--- config.mk ---
export PLATFORM = sky130hd
export DESIGN_NAME = fifo_read_arbiter
export DESIGN_NICKNAME = d
export VERILOG_FILES = /design/src/rtl/fifo_read_arbiter.sv
export SDC_FILE = /design/constraint.sdc
export NUM_CORES = 1
export LEC_CHECK = 0
export ABC_CLOCK_PERIOD_IN_PS = 2600
export BUFFER_PORTS_ARGS = -buffer_cell sky130_fd_sc_hd__buf_2
export CORE_UTILIZATION = 49
export CTS_BUF_LIST = sky130_fd_sc_hd__clkbuf_16
export CTS_CLUSTER_SIZE = 30
export DETAILED_ROUTE_END_ITERATION = 10
export PLACE_DENSITY_LB_ADDON = 0.3
export SYNTH_ARGS = -nofsm -noshare
export SYNTH_HDL_FRONTEND = slang
export SYNTH_SLANG_ARGS = --single-unit
--- constraint.sdc ---
create_clock -name rd_clk -period 2.6 [get_ports rd_clk]
set_input_delay 0.39 -clock rd_clk [delete_from_list [all_inputs] [get_ports rd_clk]]
set_output_delay 0.39 -clock rd_clk [all_outputs]
set_load 0.005 [all_outputs]
--- src/rtl/fifo_read_arbiter.sv ---
// fifo_read_arbiter
//   Round-robin scheduler sharing the async FIFO read port between NREQ
//   consumers. Lives in the read clock domain in front of the read-pointer
//   handler. Each grant is a burst of up to BURST_MAX reads. No read is ever
//   issued while the FIFO is empty. A one-cycle-delayed valid strobe is
//   steered to the consumer that owned the read.
//
// Ports
//   rd_clk    read-domain clock, rising edge
//   rd_rst_n  asynchronous active-low reset
//   req       per-consumer request level, held until its burst is done
//   req_len   per-consumer burst length, consumer i at [i*CNTW +: CNTW]
//   rempty    FIFO empty flag from the read-pointer handler
//   rd_en     read strobe to the read-pointer handler
//   gnt       one-hot grant to the current owner
//   rvalid    rvalid[i]=1: read data on the bus belongs to consumer i
//   busy      high whenever the arbiter is not idle
//   done      one-cycle pulse when a burst completes normally
`timescale 1ns/1ps
module fifo_read_arbiter #(
  parameter int NREQ      = 4,
  parameter int CNTW      = 4,
  parameter int BURST_MAX = 8
) (
  input  logic                 rd_clk,
  input  logic                 rd_rst_n,
  input  logic [NREQ-1:0]      req,
  input  logic [NREQ*CNTW-1:0] req_len,
  input  logic                 rempty,
  output logic                 rd_en,
  output logic [NREQ-1:0]      gnt,
  output logic [NREQ-1:0]      rvalid,
  output logic                 busy,
  output logic                 done
);

  localparam int OW = (NREQ > 1) ? $clog2(NREQ) : 1;

  typedef enum logic [1:0] {
    IDLE,
    GRANT,
    BURST,
    DONE
  } state_t;

  state_t          state;
  state_t          state_next;
  logic [OW-1:0]   owner;
  logic [OW-1:0]   rr_ptr;
  logic [CNTW-1:0] cnt;

  logic [CNTW-1:0] len_arr [NREQ];
  logic            win_found;
  logic [OW-1:0]   win;
  logic [OW-1:0]   scan_w;
  int unsigned     scan_idx;
  logic [CNTW-1:0] win_len;
  logic [CNTW-1:0] win_len_clamped;
  logic [OW-1:0]   rr_next;

  // Unpack the flat length bus so the winner can index it directly.
  always_comb begin
    for (int unsigned i = 0; i < NREQ; i++) begin
      len_arr[i] = req_len[i*CNTW +: CNTW];
    end
  end

  // Round-robin search: first set request starting at rr_ptr, wrapping.
  always_comb begin
    win_found = 1'b0;
    win       = '0;
    scan_idx  = 0;
    scan_w    = '0;
    for (int unsigned i = 0; i < NREQ; i++) begin
      scan_idx = int'(rr_ptr) + i;
      if (scan_idx >= NREQ) begin
        scan_idx = scan_idx - NREQ;
      end
      scan_w = OW'(scan_idx);
      if (!win_found && req[scan_w]) begin
        win_found = 1'b1;
        win       = scan_w;
      end
    end
  end

  // Zero-length requests still get one read; long ones are capped.
  always_comb begin
    win_len = len_arr[win];
    if (win_len == '0) begin
      win_len_clamped = CNTW'(1);
    end else if (win_len > CNTW'(BURST_MAX)) begin
      win_len_clamped = CNTW'(BURST_MAX);
    end else begin
      win_len_clamped = win_len;
    end
  end

  assign rr_next = (win == OW'(NREQ - 1)) ? '0 : win + OW'(1);

  // State register
  always_ff @(posedge rd_clk or negedge rd_rst_n) begin
    if (!rd_rst_n) begin
      state <= IDLE;
    end else begin
      state <= state_next;
    end
  end

  // Next-state logic; an owner dropping its request beats completion.
  always_comb begin
    state_next = state;
    unique case (state)
      IDLE:  if (win_found) state_next = GRANT;
      GRANT: state_next = BURST;
      BURST: begin
        if (!req[owner]) begin
          state_next = IDLE;
        end else if (rd_en && (cnt == CNTW'(1))) begin
          state_next = DONE;
        end
      end
      DONE:  state_next = IDLE;
      default: state_next = IDLE;
    endcase
  end

  // Output logic; all outputs decode from the state so reset clears them at once.
  always_comb begin
    gnt   = '0;
    rd_en = 1'b0;
    busy  = (state != IDLE);
    done  = (state == DONE);
    if ((state == GRANT) || (state == BURST)) begin
      gnt[owner] = 1'b1;
    end
    if (state == BURST) begin
      rd_en = !rempty && req[owner];
    end
  end

  // Arbitration datapath: owner, burst counter, round-robin pointer.
  always_ff @(posedge rd_clk or negedge rd_rst_n) begin
    if (!rd_rst_n) begin
      owner  <= '0;
      rr_ptr <= '0;
      cnt    <= '0;
    end else begin
      if ((state == IDLE) && win_found) begin
        owner  <= win;
        cnt    <= win_len_clamped;
        rr_ptr <= rr_next;
      end else if (rd_en) begin
        cnt <= cnt - CNTW'(1);
      end
    end
  end

  // Data-valid follows the read strobe by one cycle to match FIFO memory latency.
  always_ff @(posedge rd_clk or negedge rd_rst_n) begin
    if (!rd_rst_n) begin
      rvalid <= '0;
    end else begin
      rvalid <= '0;
      if (rd_en) begin
        rvalid[owner] <= 1'b1;
      end
    end
  end

endmodule

==> results of run 1 <==
-- final timing paths --
kind	end	cells past startpoint	slack [ps]
max	rd_en	5	370
min	state[0]$_DFFE_PN0P_	1	30
max reg2reg	cnt[2]$_DFFE_PN0P_	8	480
min reg2reg	cnt[3]$_DFFE_PN0P_	1	540
max in group asynchronous	rvalid[0]$_DFF_PN0_	1	2330
min in group rd_clk	rvalid[0]$_DFF_PN0_	3	490
-- metal layers --
layer | track usage, % | up-vias | wire length (µm)
li1 | - | 475 | -
met1 | 26.27 | 426 | 957
met2 | 34.32 | 36 | 1084
met3 | 4.528 | 2 | 101
met4 | 6.667 | 0 | 11
met5 | 0 | - | 0
-- logic make-up after synthesis --
kind of cell	after synthesis
and+or+nand+nor	48
adders and majority gates	6
AOI/OAI and AO/OA	28
buffers and inverters	11
DFF	14
muxes	8
-- per-stage QoR --
step / util [%] / hold WS, ps / cell area, µm²
3_5_place_dp: 61.67 / 295.5 / 1210
2_1_floorplan: - / 94.41 / 1023
4_1_cts: 65.69 / 42.95 / 1289
3_3_place_gp: 61.67 / 292.4 / 1210
5_1_grt: 65.69 / 58.06 / 1289
6_report: 65.69 / 32.43 / 1289
-- layout by cell type, fill, tap and decap left out, types with 2 or more instances in the layout --
cell	instances
nor4_1	2
a31oi_1	2
nor2b_1	3
buf_2	33
and3_1	3
clkbuf_16	3
ha_1	6
nor3_1	2
nor2_1	10
o31ai_1	2
nand2_1	19
mux2i_1	6
nor3b_1	2
a21oi_1	13
inv_1	6
dfrtp_1	14
-- final cells by class --
type / instances / area (µm²)
clock buffers: 3 / 75.07
clock inverters: 1 / 3.754
fillers: 184 / 673.1
inverters: 8 / 31.28
multi-input cells: 90 / 621.8
flip-flops and latches: 14 / 350.3
well taps: 27 / 33.78
repair buffers: 34 / 172.7
-- worst reg2reg max path: stages (launching register included) --
cell	delay [ps]
dfrtp_1	520
mux4_2	540
nand2_1	140
or2_1	170
inv_2	90
nor2_1	270
nor2b_1	80
o21ai_1	120
nand2_1	70
-- state kept, by name (all words and copies together) (netlist names) --
name	cells
owner	2
state	2
cnt	4
rr_ptr	2
rvalid	4
-- power by group through the flow --
| stage | logic, mW | clock network, mW | registers [mW] |
|---|---|---|---|
| final | 0.741 | 0.282 | 0.417 |
| after global routing | 0.833 | 0.304 | 0.435 |
| after CTS | 0.746 | 0.285 | 0.417 |
| after detailed placement | 0.736 | 0 | 0.418 |
| after global placement | 0.713 | 0 | 0.413 |
| after floorplan | 0.609 | 0 | 0.365 |
==> key figures, run 1 <==
Pwr
  • Net Switching: 0.5838 mW
  • PwrDens: 1117 nW/µm²
  • Leak: 0.6811 nW
  • Logic pwr share: 51.5%
  • Flop pwr share: 28.9%
  • Overall power consumption: 1.440 mW
  • Power share of the clock group: 19.6%
  • Int Pwr: 0.8563 mW
  • Peak supply drop: 583.8 µV
  • Switching share of power: 40.54%

Placement
  • HPWL after DPL: 1668 µm
  • Port bufs: 33
  • Pre-CTS WS: 396.9 ps
  • Post-Place Cells: 173
  • Global placer's final weighted congestion: 0.7982

Global routing
  • Number of global-route vias before repair: 765
  • Initial antenna violation count: 0
  • Gr ovfl total: 0
  • First-pass GRT wire length: 3249 µm
  • Pin count of the biggest net entering global routing: 15
  • GRT Util Overall: 20.56%

CTS
  • Total CTS buffers: 3
  • Hold Buf Count CTS: 0
  • CTS H-tree depth: 1
  • Later-pin clock latency in the skew report: 240 ps
  • Reg clk slew, reported paths: 40 ps
  • CTS tree: built
  • Post-CTS sizing: 0
  • Postcts setup bufs: 0
  • Maximum clock path buffer count: 2
  • Clock tree root driver cell: clkbuf_16
  • CTS Sinks: 14

Run
  • Maxcap violations: 0

Yosys
  • Post-Syn Area: 1023 µm²
  • Sequential fraction of the synthesis area: 34.23%
  • Complex-gate fraction of the synthesized area: 19.68%
  • Most frequent cell after synthesis: nand2_1
  • Mux contribution to synthesized area: 9.535%
  • Post-synth ARST share: 100.0%
  • Largest family of logic cells by synthesized area: simple AND/OR/NAND/NOR gates
  • Synth Flop Type: dfrtp_1
  • Synth area leader: dfrtp_1
  • Most common library cells after synthesis: nand2_1 (19), dfrtp_1 (14), a21oi_1 (13), nor2_1 (10)
  • Largest cells by area after synthesis: dfrtp_1 (34%), ha_1 (7.3%), nand2_1 (7.0%)
  • Synth Warn #: 0
  • Number of flops mapped to enable cells by yosys: 0
  • Simple-Gate Fraction of Synth Area: 24.21%
  • Yosys cell types: 39
  • Syn Nets: 144
  • Cells after synthesis: 115
  • Average size of a mapped cell: 8.900 µm²
  • Top cell type's share of synthesized area: 34.23%
  • Adder-Cell Fraction of Synth Area: 7.335%
  • Post-Synth XOR/XNOR Area: 0%
  • Synthesized flop and latch total: 14

Detailed routing
  • Routed vias/inst: 5.305
  • Pre-antenna DRT Iters: 4
  • Detail Route Antenna Nets: 0
  • Number of DRC markers in iteration 0: 21
  • Vias post-DR: 939
  • Routed WL: 2154 µm
  • Drc violations: 0
  • Wirelength per Cell: 12.17 µm

Floorplanning
  • I/O pins: 34
  • Die footprint: 2275 µm²
  • Num rows: 16
  • Die X: 47.70 µm
  • Initial Util: 52.17%
  • Die Ht: 47.70 µm
  • Core area: 1962 µm²

Worst setup path
  • Arrival @ worst endpoint: 1840 ps
  • Worst Setup SP: owner[1]$_DFFE_PN0P_
  • Worst EP required: 2210 ps
  • Worst setup EP type: output port
  • Crit path max fanout: 10
  • Crit path largest cell delay: 540 ps
  • Slowest-stage cell, CP: mux4_2
  • Crit Path Class: register to output port
  • FF-to-FF Start: owner[1]$_DFFE_PN0P_
  • Buffers and inverters on the worst path: 2
  • CP startpoint kind: register
  • Critical path cell sequence: mux4_2, nand2_1, or2_1, inv_2, buf_2
  • CP top delay family: multiplexers

STA
  • FMAX: 0.4492 GHz
  • Min cycle time layout: 2226 ps
  • Worst clock skew: 4.409 ps
  • Fin worst setup slack: 373.6 ps
  • Final setup viols: 0
  • Tcrit/Tclk final: 85.63%
  • Hold Fails Final Rpt: 0
  • Relative slew slack: 65.94%
  • Worst Tran Pin Value: 509.0 ps
  • Setup TNS: 0 ps
  • RSZ-0062 raised after global routing: no
  • Fin. max-slew vios: 0

Cells and area
  • Nets: 180
  • P&R area growth vs syn: 25.92%
  • Layout cells sized above 1: 30.67%
  • Non-Filler Instances: 177
  • # diodes: 0

Outcome
  • Status: complete, no violations

Hold path
  • Hold crit path type: primary input to asynchronous set/reset pin
(Power assumes the default switching activity.)
==> run 2: changes to the inputs <==
- HOLD_SLACK_MARGIN: not set -> 0.1
==> run 2 against run 1 <==
- hold slack better by 460 ps
- sequential cell count stayed put
- global-route usage rose by 0.31 points
- combinational power about the same
- clock power hardly changed
- setup slack unchanged
- via count grew 0.43%
- sequential power barely moved
- fmax unchanged
- critical path depth unchanged
- final cell count rose by 0.56%
- final area up 0.78%
- critical path type unchanged
- critical endpoint unchanged
- largest cell class unchanged
==> key figures, run 2 (same netlist as run 1, synthesis figures left out) <==
STA
  • Hold Fails Final Rpt: 0 (unchanged)
  • Setup TNS: 0 ps (unchanged)
  • FMAX: 0.4492 GHz (unchanged)
  • Relative slew slack: 65.94% (unchanged)
  • Tcrit/Tclk final: 85.63% (unchanged)
  • Min cycle time layout: 2226 ps (unchanged)
  • Worst clock skew: 4.409 ps (unchanged)
  • RSZ-0062 raised after global routing: no
  • Final setup viols: 0 (unchanged)
  • Worst Tran Pin Value: 509.0 ps (unchanged)
  • Fin. max-slew vios: 0 (unchanged)

Global routing
  • GR Layer Usage met3: 4.528% (unchanged)
  • Number of global-route vias before repair: 777 (+1.6%)
  • Gr ovfl total: 0 (unchanged)
  • Met1 Use GR: 26.27% (unchanged)
  • M2 GR Usage: 35.41% (+1.1 points)
  • Initial antenna violation count: 0 (unchanged)
  • GRT Util Overall: 20.87% (+0.31 points)
  • Pin count of the biggest net entering global routing: 15 (unchanged)
  • GR peak layer: met2
  • First-pass GRT wire length: 3291 µm (+1.3%)

Worst setup path
  • CP startpoint kind: register
  • Crit Path Class: register to output port
  • Worst EP required: 2210 ps (about the same)
  • Worst setup EP type: output port
  • Arrival @ worst endpoint: 1840 ps (about the same)
  • Crit path max fanout: 10 (unchanged)
  • Worst Reg-to-Reg Cells: 8 (unchanged)

Detailed routing
  • Number of DRC markers in iteration 0: 21 (unchanged)
  • Drc violations: 0 (unchanged)
  • Pre-antenna DRT Iters: 4 (unchanged)
  • Vias post-DR: 943 (+0.43%)
  • Detail Route Antenna Nets: 0 (unchanged)
  • Routed WL: 2183 µm (+1.3%)
  • Wirelength per Cell: 12.26 µm (+0.78%)
  • Routed vias/inst: 5.298 (-0.14%)

Outcome
  • Status: complete, no violations

Floorplanning
  • I/O pins: 34 (unchanged)
  • Initial Util: 52.17% (unchanged)
  • Core area: 1962 µm² (unchanged)
  • Num rows: 16 (unchanged)
  • Die footprint: 2275 µm² (unchanged)
  • Die X: 47.70 µm (unchanged)
  • Die Ht: 47.70 µm (unchanged)

CTS
  • Reg clk slew, reported paths: 40 ps (about the same)
  • Postcts setup bufs: 0 (unchanged)
  • Total CTS buffers: 3 (unchanged)
  • CTS tree: built
  • CTS H-tree depth: 1 (unchanged)
  • Maximum clock path buffer count: 2 (unchanged)
  • Clock tree root driver cell: clkbuf_16
  • Post-CTS sizing: 0 (unchanged)
  • Later-pin clock latency in the skew report: 240 ps (about the same)
  • CTS Sinks: 14 (unchanged)

Cells and area
  • Most common cell after layout, fill and taps aside: buf_2
  • Layout cells sized above 1: 30.46% (-0.20 points)
  • Nets: 181 (+0.56%)
  • P&R area growth vs syn: 26.90%
  • # diodes: 0 (unchanged)
  • Final core occ: 66.20% (+0.51 points)
  • Biggest regs: cnt x4, rvalid x4
  • Commonest non-fill, non-tap cells in the layout: buf_2 (33), nand2_1 (19), dfrtp_1 (14)

Run
  • Maxcap violations: 0 (unchanged)

Placement
  • Port bufs: 33 (unchanged)
  • Global placer's final weighted congestion: 0.7982 (unchanged)
  • HPWL after DPL: 1668 µm (unchanged)

Hold path
  • Hold Crit Depth: 3
  • Hold crit path type: primary input to register

Pwr
  • Peak supply drop: 583.9 µV (about the same)
  • PwrDens: 1110 nW/µm² (-0.68%)
  • Leak: 0.6852 nW (+0.61%)
-- run 2: changes by cell type in the layout (fill, tap and decap cells not counted), sizes merged --
| cell | before | now |
|---|---|---|
| dlygate4sd3 | 0 | 1 |
-- run 2: per-stage QoR --
stage                     hold slack (ps)  setup slack, ps  power [mW]  std cells  instance area [µm²]
after floorplan                     94.41            528.9      0.9740        115                 1023
after global placement              292.4            430.1       1.126        173                 1210
after detailed placement            295.5            396.9       1.154        173                 1210
after CTS                           489.5            375.8       1.449        178                 1299
after global routing                513.3            241.4       1.574        178                 1299
final                               494.0            373.6       1.441        178                 1299
-- run 2: worst paths after layout --
kind | startpoint | endpoint | slack [ps]
worst max register to register | owner[1]$_DFFE_PN0P_ | cnt[2]$_DFFE_PN0P_ | 480
worst min-delay path | rempty | rvalid[0]$_DFF_PN0_ | 490
min in group asynchronous | rd_rst_n | state[0]$_DFFE_PN0P_ | 580
worst min register to register | cnt[3]$_DFFE_PN0P_ | cnt[3]$_DFFE_PN0P_ | 540
worst max-delay path | owner[1]$_DFFE_PN0P_ | rd_en | 370
max in group asynchronous | rd_rst_n | rvalid[0]$_DFF_PN0_ | 1780
-- run 2: per-layer routing --
| layer | vias up | routed length, µm |
|---|---|---|
| met3 | 2 | 101 |
| met4 | 0 | 11 |
| met1 | 428 | 960 |
| met2 | 36 | 1109 |
| met5 | - | 0 |
| li1 | 477 | - |
-- run 2: area by class of cell --
cell class | instances | area (µm²)
Multi-Input combinational cell | 90 | 621.8
Inverter | 8 | 31.28
Tap cell | 27 | 33.78
Timing Repair Buffer | 35 | 182.7
Fill cell | 183 | 663.1
Sequential cell | 14 | 350.3
Clock buffer | 3 | 75.07
Clock inverter | 1 | 3.754
-- run 2: timing repair --
item	4_1_cts	5_1_grt
endpoints found under the setup margin	0	0
hold endpoints to repair	14	0
hold buffers	1	0
-- run 2: power by group --
part	switching, mW	internal, mW
Sequential	0.116	0.301
Combinational	0.389	0.354
Clock	0.0796	0.202
-- run 2: critical path: stages, from the launching register on --
cell	delay, ps
dfrtp_1	520
mux4_2	540
nand2_1	140
or2_1	170
inv_2	90
buf_2	140
